<file path="src/rtl/mc_control_fsm.sv">
// Multi-cycle MIPS main control: 3-5 cycles per instruction, stalls in FETCH/MEM_RD/MEM_WR until mem_ready.
// Define MC_ILLEGAL_TRAP_EN to send unlisted opcodes to a locked TRAP state with an illegal_op output.
module mc_control_fsm #(
  parameter int MEM_WAIT_MAX = 15,
  parameter int CNT_W        = 4
) (
  input  logic       clk,
  input  logic       rst,
  input  logic [5:0] opcode,
  input  logic       mem_ready,
  output logic       pc_write,
  output logic       pc_write_cond,
  output logic [1:0] pc_src,
  output logic       i_or_d,
  output logic       mem_read,
  output logic       mem_write,
  output logic       ir_write,
  output logic       mem_to_reg,
  output logic       reg_dst,
  output logic       reg_write,
  output logic       alu_src_a,
  output logic [1:0] alu_src_b,
  output logic [2:0] alu_op,
  output logic       instr_done,
  output logic       mem_timeout,
  output logic [3:0] state_dbg
`ifdef MC_ILLEGAL_TRAP_EN
  ,
  output logic       illegal_op
`endif
);

  localparam logic [5:0] OP_R    = 6'd0;
  localparam logic [5:0] OP_J    = 6'd2;
  localparam logic [5:0] OP_BEQ  = 6'd4;
  localparam logic [5:0] OP_BNE  = 6'd5;
  localparam logic [5:0] OP_ADDI = 6'd8;
  localparam logic [5:0] OP_ANDI = 6'd12;
  localparam logic [5:0] OP_ORI  = 6'd13;
  localparam logic [5:0] OP_LW   = 6'd35;
  localparam logic [5:0] OP_SW   = 6'd43;

  localparam logic [CNT_W-1:0] CNT_MAX = CNT_W'(MEM_WAIT_MAX);

  typedef enum logic [3:0] {
    S_FETCH    = 4'd0,
    S_DECODE   = 4'd1,
    S_MEM_ADDR = 4'd2,
    S_MEM_RD   = 4'd3,
    S_MEM_WB   = 4'd4,
    S_MEM_WR   = 4'd5,
    S_R_EXEC   = 4'd6,
    S_R_WB     = 4'd7,
    S_BRANCH   = 4'd8,
    S_JUMP     = 4'd9,
    S_I_EXEC   = 4'd10,
    S_I_WB     = 4'd11,
    S_TRAP     = 4'd12
  } state_t;

  state_t           state, next_state;
  logic [5:0]       op_q;
  logic [CNT_W-1:0] wait_cnt, wait_cnt_nxt;
  logic             timeout_q;
  logic             waiting;

  always_ff @(posedge clk or posedge rst) begin
    if (rst) begin
      state     <= S_FETCH;
      op_q      <= '0;
      wait_cnt  <= '0;
      timeout_q <= 1'b0;
    end else begin
      state    <= next_state;
      wait_cnt <= wait_cnt_nxt;
      if (state == S_DECODE) op_q <= opcode;
      if (wait_cnt_nxt == CNT_MAX) timeout_q <= 1'b1;
    end
  end

  // Only memory states stall; leaving one always happens with mem_ready=1, which clears the count.
  assign waiting = (state == S_FETCH || state == S_MEM_RD || state == S_MEM_WR) && !mem_ready;

  always_comb begin
    wait_cnt_nxt = '0;
    if (waiting) wait_cnt_nxt = (wait_cnt == CNT_MAX) ? wait_cnt : wait_cnt + 1'b1;
  end

  always_comb begin
    next_state    = state;
    pc_write      = 1'b0;
    pc_write_cond = 1'b0;
    pc_src        = 2'b00;
    i_or_d        = 1'b0;
    mem_read      = 1'b0;
    mem_write     = 1'b0;
    ir_write      = 1'b0;
    mem_to_reg    = 1'b0;
    reg_dst       = 1'b0;
    reg_write     = 1'b0;
    alu_src_a     = 1'b0;
    alu_src_b     = 2'b00;
    alu_op        = 3'b000;
    instr_done    = 1'b0;
`ifdef MC_ILLEGAL_TRAP_EN
    illegal_op    = 1'b0;
`endif
    case (state)
      S_FETCH: begin
        mem_read  = 1'b1;
        alu_src_b = 2'b01;
        // The async reset must not let a stray PC/IR load through while rst is held.
        pc_write  = mem_ready && !rst;
        ir_write  = mem_ready && !rst;
        if (mem_ready) next_state = S_DECODE;
      end
      S_DECODE: begin
        alu_src_b = 2'b11;
        case (opcode)
          OP_LW, OP_SW:            next_state = S_MEM_ADDR;
          OP_R:                    next_state = S_R_EXEC;
          OP_BEQ, OP_BNE:          next_state = S_BRANCH;
          OP_J:                    next_state = S_JUMP;
          OP_ADDI, OP_ANDI, OP_ORI: next_state = S_I_EXEC;
          default: begin
`ifdef MC_ILLEGAL_TRAP_EN
            next_state = S_TRAP;
`else
            next_state = S_FETCH;
            instr_done = 1'b1;
`endif
          end
        endcase
      end
      S_MEM_ADDR: begin
        alu_src_a  = 1'b1;
        alu_src_b  = 2'b10;
        next_state = (op_q == OP_LW) ? S_MEM_RD : S_MEM_WR;
      end
      S_MEM_RD: begin
        mem_read = 1'b1;
        i_or_d   = 1'b1;
        if (mem_ready) next_state = S_MEM_WB;
      end
      S_MEM_WB: begin
        reg_write  = 1'b1;
        mem_to_reg = 1'b1;
        instr_done = 1'b1;
        next_state = S_FETCH;
      end
      S_MEM_WR: begin
        mem_write  = 1'b1;
        i_or_d     = 1'b1;
        instr_done = mem_ready;
        if (mem_ready) next_state = S_FETCH;
      end
      S_R_EXEC: begin
        alu_src_a  = 1'b1;
        alu_op     = 3'b010;
        next_state = S_R_WB;
      end
      S_R_WB: begin
        reg_write  = 1'b1;
        reg_dst    = 1'b1;
        instr_done = 1'b1;
        next_state = S_FETCH;
      end
      S_BRANCH: begin
        alu_src_a     = 1'b1;
        alu_op        = (op_q == OP_BNE) ? 3'b111 : 3'b001;
        pc_write_cond = 1'b1;
        pc_src        = 2'b01;
        instr_done    = 1'b1;
        next_state    = S_FETCH;
      end
      S_JUMP: begin
        pc_write   = 1'b1;
        pc_src     = 2'b10;
        instr_done = 1'b1;
        next_state = S_FETCH;
      end
      S_I_EXEC: begin
        alu_src_a = 1'b1;
        alu_src_b = 2'b10;
        case (op_q)
          OP_ANDI: alu_op = 3'b011;
          OP_ORI:  alu_op = 3'b100;
          default: alu_op = 3'b000;
        endcase
        next_state = S_I_WB;
      end
      S_I_WB: begin
        reg_write  = 1'b1;
        instr_done = 1'b1;
        next_state = S_FETCH;
      end
`ifdef MC_ILLEGAL_TRAP_EN
      S_TRAP: begin
        illegal_op = 1'b1;
        next_state = S_TRAP;
      end
`endif
      default: next_state = S_FETCH;
    endcase
  end

  assign mem_timeout = timeout_q;
  assign state_dbg   = state;

endmodule

</file>
<file path="config.mk">
export PLATFORM = sky130hd
export DESIGN_NAME = mc_control_fsm
export DESIGN_NICKNAME = d
export VERILOG_FILES = /design/src/rtl/mc_control_fsm.sv
export SDC_FILE = /design/constraint.sdc
export NUM_CORES = 1
export LEC_CHECK = 0
export BUFFER_PORTS_ARGS = -buffer_cell sky130_fd_sc_hd__clkbuf_2
export CAP_MARGIN = 15
export CORE_MARGIN = 5
export CORE_UTILIZATION = 45
export DETAILED_ROUTE_END_ITERATION = 16
export MAX_ROUTING_LAYER = met4
export PLACE_DENSITY_LB_ADDON = 0.2
export RECOVER_POWER = 25
export SLEW_MARGIN = 25
export SYNTH_ARGS = -nofsm -noshare
export SYNTH_HDL_FRONTEND = slang
export SYNTH_SLANG_ARGS = --single-unit
</file>
<file path="constraint.sdc">
create_clock -name clk -period 1.55 [get_ports clk]
set_input_delay 0.3875 -clock clk [delete_from_list [all_inputs] [get_ports clk]]
set_output_delay 0.3875 -clock clk [all_outputs]
set_load 0.005 [all_outputs]
</file>
; Word-level counts from Yosys, hierarchy flattened
; Cells that the tools add are included.
[classes]
n_addsub = 1
mul = 0
div_mod_pow = 0
order_cmp = 0
eq_ne = 28
shifts = 0
muxes = 25
n_bitwise = 0
reduce_logical = 19
[op_table]
columns = cell, count
row1 = $eq 6x4->1 const B, 5
row2 = $pmux 4 s7, 1
row3 = $eq 4x4->1 const B, 6
row4 = $mux 4, 5
row5 = $pmux 4 s5, 1
row6 = $eq 6x3->1 const B, 3
row7 = $eq 6x6->1 const B, 3
row8 = $eq 4x3->1 const B, 4
row9 = $mux 1, 10
row10 = $reduce_or 2->1, 5
row11 = $pmux 3 s3, 1
row12 = $reduce_or 9->1, 1
row13 = $eq 4x2->1 const B, 2
row14 = $eq 6x2->1 const B, 1
row15 = $logic_not 6->1, 1
row16 = $mux 3, 2
row17 = $ne 2x2->1 const B, 3
row18 = $pmux 2 s3, 1
row19 = $pmux 3 s2, 1
row20 = $reduce_or 3->1, 2
row21 = $reduce_or 5->1, 1
row22 = $add 4x1->4 const B, 1
row23 = $eq 4x1->1 const B, 1
row24 = $logic_not 4->1, 1
row25 = other kinds (8), 11
[word_totals]
reg_bits = 15
latch_bits = 0
ram_bits = 0
mem_bits_ro = 0
input_bits = 9
out_inout_bits = 23
elab_cells = 77
n_memories = 0

; Longest topological paths before layout
; Gate-level depths: netlist of the first run.
[depth]
word_depth = 6
ltp_mapped = 6

; Least setup slack after synthesis of the first run
; No wires, ideal clock.
[synth_path]
path_kind = register -> output
start = reg state[2], in the netlist state_dbg[2]
end = out alu_op[1]
arrival_time_ns = 1.220
setup_slack_ns = -0.057
stages_incl_launch_ff = 6
path_buffers = 1
cell_sequence = dfrtp_1 -> buf_4 -> nor2_2 -> and3_1 -> nand3b_1 -> o211ai_1
[synth_via]
elab_chain_len = 2
word_cells_on_any_way = 4
[synth_lines]
columns = item, line
row1 = from (decl), 61  ; state_t state, next_state;
row2 = from (signal assigned), 74  ; state <= next_state;
row3 = $eq 4x4->1 or $eq 4x3->1 (tied branches), 108  ; case (state)
row4 = $pmux 3 s3 (*), 108
row5 = to (decl), 23  ; output logic [2:0] alu_op,
; Every way passes the cells marked *; elsewhere a longest branch is shown, timed or not.

; Worst setup path after layout of the first run
[layout_path]
start = reg state[1], in the netlist state_dbg[1]
end = out alu_op[1]
; The elaborated chain is that of the path after synthesis.

==> results of run 1 <==
[flip-flops by register name (all words and copies together) (netlist names)]
name         cells
op_q             6
state_dbg        4
mem_timeout      1
wait_cnt         4
[kinds of logic after synthesis]
family / share of synthesized area
AND/OR/NAND/NOR: 0.306
AO/OA/AOI/OAI: 0.185
buffers and inverters: 0.0835
flip-flops: 0.313
multiplexers: 0.0804
XOR/XNOR: 0.0219
adder cells (fa/ha/maj): 0.0104
[layout make-up]
cell class,instances,area [um^2],share of cell area
inverters,6,22.5,0.0120
clock buffers,3,22.5,0.0120
well taps,30,37.5,0.0200
clock inverters,1,5.00,0.00266
repair buffers,78,564,0.300
multi-input cells,109,847,0.451
flip-flops and latches,15,380,0.202
[stage by stage]
step / hold slack, ns / setup TNS [ns] / cells / util / area [um^2]
final: 0.379 / -4.02 / 242 / 0.745 / 1880
after global routing: 0.423 / -5.55 / 242 / 0.745 / 1880
after CTS: 0.162 / -4.05 / 241 / 0.708 / 1790
after detailed placement: 0.477 / -0.534 / 225 / 0.624 / 1570
after global placement: 0.456 / -0.274 / 225 / 0.624 / 1570
after floorplan: 0.294 / -0.00584 / 142 / - / 1210
[worst paths after layout]
kind | end | slack, ns | cells past startpoint
worst max-delay path | alu_op[1] | -0.32 | 5
min in group clk | op_q[4]$_DFFE_PP0P_ | 0.47 | 4
worst max register to register | state_dbg[2]$_DFFE_PP0P_ | 0 | 5
worst min register to register | mem_timeout$_DFFE_PP0N_ | 0.49 | 2
worst min-delay path | op_q[4]$_DFFE_PP0P_ | 0.38 | 3
max in group asynchronous | state_dbg[0]$_DFFE_PP0P_ | 0.63 | 3
[routing by layer]
layer	GRT usage	share of wire	vias up
li1	-	-	663
met1	0.261	0.42	653
met2	0.374	0.53	31
met3	0.0335	0.045	0
met4	0.0303	0	0
met5	-	0	-
[timing repair]
action                                  CTS  global route
pin swaps                                 7             8
gates resized for setup                  26            27
endpoints found under the setup margin   22            27
setup buffers                            12             3
[tightest hold or removal path, stage by stage]
cell,delay (ns)
clkbuf_2,0.08
inv_1,0.11
clkbuf_1,0.62
[power groups by stage]
stage | Sequential [W] | Clock [W] | Combinational, W
detailed placement | 0.000593 | 0 | 0.000684
global placement | 0.000589 | 0 | 0.000667
CTS | 0.000584 | 0.000231 | 0.000813
global route | 0.000606 | 0.000252 | 0.000969
floorplan | 0.000558 | 0 | 0.000415
finish | 0.000595 | 0.000221 | 0.000893
[cells in the final DEF, fill, tap and decap left out, drive strengths merged, types with 5 or more instances in the layout]
| cell type | Yosys | layout |
|---|---|---|
| mux2 | 5 | 5 |
| buf | 11 | 54 |
| nand2 | 8 | 8 |
| a21oi | 6 | 6 |
| dfrtp | 15 | 15 |
| inv | 6 | 6 |
| clkbuf | 1 | 27 |
| nor2 | 15 | 15 |
| nand2b | 6 | 6 |
| nor3 | 7 | 7 |
| o21ai | 6 | 6 |
==> summary.txt, run 1 <==
Setup path
  • CP Capture Type: primary output
  • Worst R2R Start: state_dbg[2]$_DFFE_PP0P_
  • CP max FO: 6
  • Largest stage delay on the critical path: between 0.4 and 0.5 ns
  • Worst path bufs/invs: 1
  • Crit-path cells: nor2_4, and3_4, nand3b_1, o211ai_1, buf_2
  • Worst endpoint required time: 1.16 ns
  • Slowest CP cell: dfrtp_2
  • Critical Path Start Type: flip-flop
  • Worst setup path start: state_dbg[1]$_DFFE_PP0P_
  • Critical path class: reg -> out
  • Top delay family on crit path: flip-flops
  • Worst EP arrival: 1.48 ns

Timing
  • Final setup fails: 19
  • Worst relative slew slack: 0.476
  • Tmin final: 1.87 ns
  • Pins Over Slew Limit: 0
  • Hold violation total from the final report: 0
  • Fmax: 0.534 GHz
  • Setup slack after layout: -0.322 ns
  • Period utilization: 1.21
  • Clock skew: 0.00280 ns
  • RSZ-0062 raised after global routing: yes
  • Slew @ Worst Pin: just under 0.8 ns

Power and ir drop
  • Pwr per Cell Area: 909 mW/mm^2
  • Power Total: 0.00171 W
  • Register share of total power: 0.348
  • Pleak: 0.864 nW
  • Switching share of total power: 0.383
  • Logic pwr share: 0.523
  • VDD IR-drop max: approximately 950 uV
  • Psw: 0.000654 W
  • Clock network fraction of total power: 0.129
  • Internal power component: around 0.0011 W

Detailed routing
  • DR DRC count: 0
  • Vias: 1,347
  • Aggregate routed wire length: 3860 um
  • Avg Vias per Cell: 5.57
  • Drt first pass iters: 4
  • Routed len/inst: 16.0 um
  • 1st-iter DRT viols: ~60
  • ANT nets after route: 0

CTS
  • CTS root buf: clkbuf_4
  • CTS tree: yes
  • Clock-pin slew on the worst setup and hold paths: 0.09 ns
  • CTS Buf Count: 3
  • Hold buffers post-CTS: 0
  • H-tree depth: 1
  • Clk_lat worst skew: 0.28 ns
  • CTS sink count: 15
  • Longest Clk Path Bufs: 2

Synthesis
  • Largest cells by area after synthesis: dfrtp_1, mux2_1, nor2_1
  • Unique masters post-synth: 47
  • Area fraction of the dominant cell type after synthesis: 0.313
  • Synth Warn #: 0
  • Synthesized instance count: about 140
  • Count leader, synth: dfrtp_1
  • Area leader, netlist: dfrtp_1
  • EDFF count, synth: 0
  • Mapped Avg Cell Area: 8.44 um^2
  • Sequential area share after synthesis: 0.313
  • Synth Cell Area: 0.00120 mm^2
  • Seq cells post-synth: 15
  • Post-synth ARST share: 1.00
  • Post-synth top flop: dfrtp_1
  • Net Count, Synth: 152
  • Top cells by count, synth: dfrtp_1, nor2_1, nand2_1

Die
  • Die Ht: 61.6 um
  • Total core area: ~0.0025 mm^2
  • Die extent in x: 61.6 um
  • Initial Utilization: 0.475
  • # IOs: 32
  • FP Rows: 18
  • Die ar.: 0.00380 mm^2

Final layout
  • N_diodes: 0
  • Synth-to-Final Area Change: 56.8%
  • Fraction of layout cells with a size suffix above 1: 0.505
  • # fillers: 184
  • Fin nets: 223

Worst hold path
  • Hold crit path type: in -> async

Global route
  • Vias in the first global route: 1,297
  • Largest net degree at the start of global routing: 16
  • GR Util All Layers: 0.212
  • Initial antenna violation count: 0
  • Gr ovfl total: 0
  • First-pass GRT wire length: a little under 6000 um

Placed design
  • Port-buffer cells: 31
  • Post-DP HPWL: roughly 2600 um
  • Post-place setup slack: -0.116 ns
  • Gpl congestion: ~0.9

Run status
  • Outcome: finished, violations left
  • Failing checks: negative setup slack

Flow run
  • Max-Cap Viols: 0
Power figures use the tool's default switching activity.
==> run 2, diff against run 1 <==
Settings changed: CORE_UTILIZATION 45 to 52.
==> summary.txt, run 2 (synthesis results as in run 1) <==
Run status
  • Outcome: finished, violations left (unchanged)
  • Failing checks: negative setup slack (unchanged)

Placed design
  • Gpl congestion: 0.885 (was 0.894)
  • Placed Cells: 218 (was 225)
  • Port-buffer cells: 31 (unchanged)
  • Post-DP HPWL: 2500 um (was 2620 um)

Detailed routing
  • Drt first pass iters: 4 (unchanged)
  • 1st-iter DRT viols: 84 (was 59)
  • DR DRC count: 0 (unchanged)
  • Avg Vias per Cell: 6.14 (was 5.57)
  • Routed len/inst: 16.5 um (was 16.0 um)
  • Vias: 1,443 (was 1,347)
  • Aggregate routed wire length: 3890 um (was 3860 um)
  • ANT nets after route: 0 (unchanged)

Final layout
  • Most flops, register: op_q (unchanged)
  • Synth-to-Final Area Change: 50.4% (was 56.8%)
  • Max reg flops: 6 (unchanged)
  • End-of-flow core utilization: 0.815 (was 0.745)
  • Area occupied by registers: 382 um^2 (was 380 um^2)
  • Fraction of layout cells with a size suffix above 1: 0.488 (was 0.505)
  • Commonest non-fill, non-tap cell in the layout: buf_4 (unchanged)
  • # fillers: 131 (was 184)
  • Finished Layout Cells: 235 (was 242)
  • N_diodes: 0 (unchanged)
  • Commonest non-fill, non-tap cells in the layout: buf_4, clkbuf_2, nor2_1 (was buf_4, clkbuf_2, buf_6)
  • Multi-input logic area: 825 um^2 (was 847 um^2)
  • Fin nets: 218 (was 223)

Setup path
  • CP Capture Type: primary output (unchanged)
  • Critical path class: reg -> out (unchanged)
  • Worst endpoint required time: 1.16 ns (about the same)
  • R2R Setup Slk: -0.04 ns (was 0 ns)
  • R2R depth: 7 (was 5)
  • Worst R2R Start: state_dbg[2]$_DFFE_PP0P_ (unchanged)
  • RR Endpoint: mem_timeout$_DFFE_PP0N_ (was state_dbg[2]$_DFFE_PP0P_)
  • Worst EP arrival: 1.52 ns (was 1.48 ns)
  • CP max FO: 5 (was 6)
  • Critical Path Start Type: flip-flop (unchanged)

Die
  • Total core area: 0.00221 mm^2 (was 0.00252 mm^2)
  • Initial Utilization: 0.542 (was 0.475)
  • Die Ht: 58.0 um (was 61.6 um)
  • # IOs: 32 (unchanged)
  • Die ar.: 0.00337 mm^2 (was 0.00380 mm^2)
  • FP Rows: 17 (was 18)
  • Die extent in x: 58.0 um (was 61.6 um)

CTS
  • Hold buffers post-CTS: 0 (unchanged)
  • CTS Buf Count: 3 (unchanged)
  • Longest Clk Path Bufs: 2 (unchanged)
  • H-tree depth: 1 (unchanged)
  • CTS tree: yes (unchanged)
  • CTS root buf: clkbuf_4 (unchanged)
  • Clock-pin slew on the worst setup and hold paths: 0.09 ns (about the same)
  • CTS sink count: 15 (unchanged)
  • Clk_lat worst skew: 0.28 ns (about the same)

Timing
  • Clock skew: 0.00862 ns (was 0.00280 ns)
  • Tmin final: 1.90 ns (was 1.87 ns)
  • Hold violation total from the final report: 0 (unchanged)
  • Pins Over Slew Limit: 0 (unchanged)
  • Worst relative slew slack: 0.461 (was 0.476)
  • Fmax: 0.525 GHz (was 0.534 GHz)
  • Period utilization: 1.23 (was 1.21)
  • Slew @ Worst Pin: 0.809 ns (was 0.786 ns)
  • Setup slack after layout: -0.354 ns (was -0.322 ns)
  • RSZ-0062 raised after global routing: yes (unchanged)
  • Final setup fails: 19 (unchanged)

Power and ir drop
  • VDD IR-drop max: 759 uV (was 954 uV)
  • Register share of total power: 0.379 (was 0.348)
  • Pleak: 0.841 nW (was 0.864 nW)
  • Power Total: 0.00165 W (was 0.00171 W)
  • Pwr per Cell Area: 913 mW/mm^2 (was 909 mW/mm^2)
  • Psw: 0.000643 W (was 0.000654 W)
  • Switching share of total power: 0.390 (was 0.383)
  • Logic pwr share: 0.485 (was 0.523)
  • Clock network fraction of total power: 0.136 (was 0.129)
  • Internal power component: 0.00100 W (was 0.00105 W)

Flow run
  • Max-Cap Viols: 0 (unchanged)

Worst hold path
  • Hold crit path type: in -> async (unchanged)

Global route
  • Gr ovfl total: 0 (unchanged)
  • First-pass GRT wire length: 6040 um (was 5850 um)
  • Largest net degree at the start of global routing: 16 (unchanged)
  • Initial antenna violation count: 0 (unchanged)
  • Vias in the first global route: 1,351 (was 1,297)
  • GR Util All Layers: 0.230 (was 0.212)
==> run 2: worst max path at each step <==
stage	to	slack, ns	cells past startpoint	startpoint
after floorplan	instr_done	-0.006	6	state_dbg[3]$_DFFE_PP0P_
after global placement	alu_op[1]	-0.09	5	state_dbg[1]$_DFFE_PP0P_
after detailed placement	alu_op[1]	-0.1	5	state_dbg[1]$_DFFE_PP0P_
after CTS	instr_done	-0.29	5	state_dbg[1]$_DFFE_PP0P_
after global routing	instr_done	-0.41	5	state_dbg[1]$_DFFE_PP0P_
final	instr_done	-0.35	5	state_dbg[1]$_DFFE_PP0P_
==> run 2: final cells by class <==
class	instances	area share
Sequential cell	15	0.212
Inverter	6	0.0125
Clock buffer	4	0.0146
Multi-Input combinational cell	109	0.457
Timing Repair Buffer	73	0.285
Tap cell	28	0.0194
==> run 2: power by group through the flow <==
stage          Combinational, W  Sequential, W  Clock [W]
6_report               0.000799       0.000624   0.000223
5_1_grt                0.000881       0.000630   0.000249
4_1_cts                0.000702       0.000587   0.000230
3_5_place_dp           0.000611       0.000603          0
3_3_place_gp           0.000591       0.000601          0
2_1_floorplan          0.000415       0.000558          0
==> run 2: routing by layer <==
layer / part of all wire / vias up / GRT usage
li1: - / 646 / -
met1: 0.35 / 681 / 0.281
met2: 0.52 / 95 / 0.379
met3: 0.10 / 21 / 0.0356
met4: 0.030 / 0 / 0.0894
met5: 0 / - / -
==> run 2: stage by stage <==
stage / setup TNS (ns) / setup WS, ns / hold slack (ns) / area, um^2
after detailed placement: -0.533 / -0.0961 / 0.444 / 1530
after CTS: -3.72 / -0.291 / 0.131 / 1690
after global routing: -5.05 / -0.411 / 0.401 / 1800
after global placement: -0.410 / -0.0904 / 0.438 / 1530
after floorplan: -0.00584 / -0.00584 / 0.294 / 1210
final: -3.78 / -0.354 / 0.357 / 1800
==> run 2: repair_timing <==
item                       4_1_cts  5_1_grt
resized for setup               21       27
setup endpoints to repair       21       25
pin swaps                        6        7
buffers inserted                 9        4
==> run 2: critical path: stages, from the launching register on <==
cell and delay, ns:
dfrtp_2 0.44, buf_6 0.14, nor3_1 0.25, o21a_1 0.18, o32ai_2 0.08, buf_2 0.14
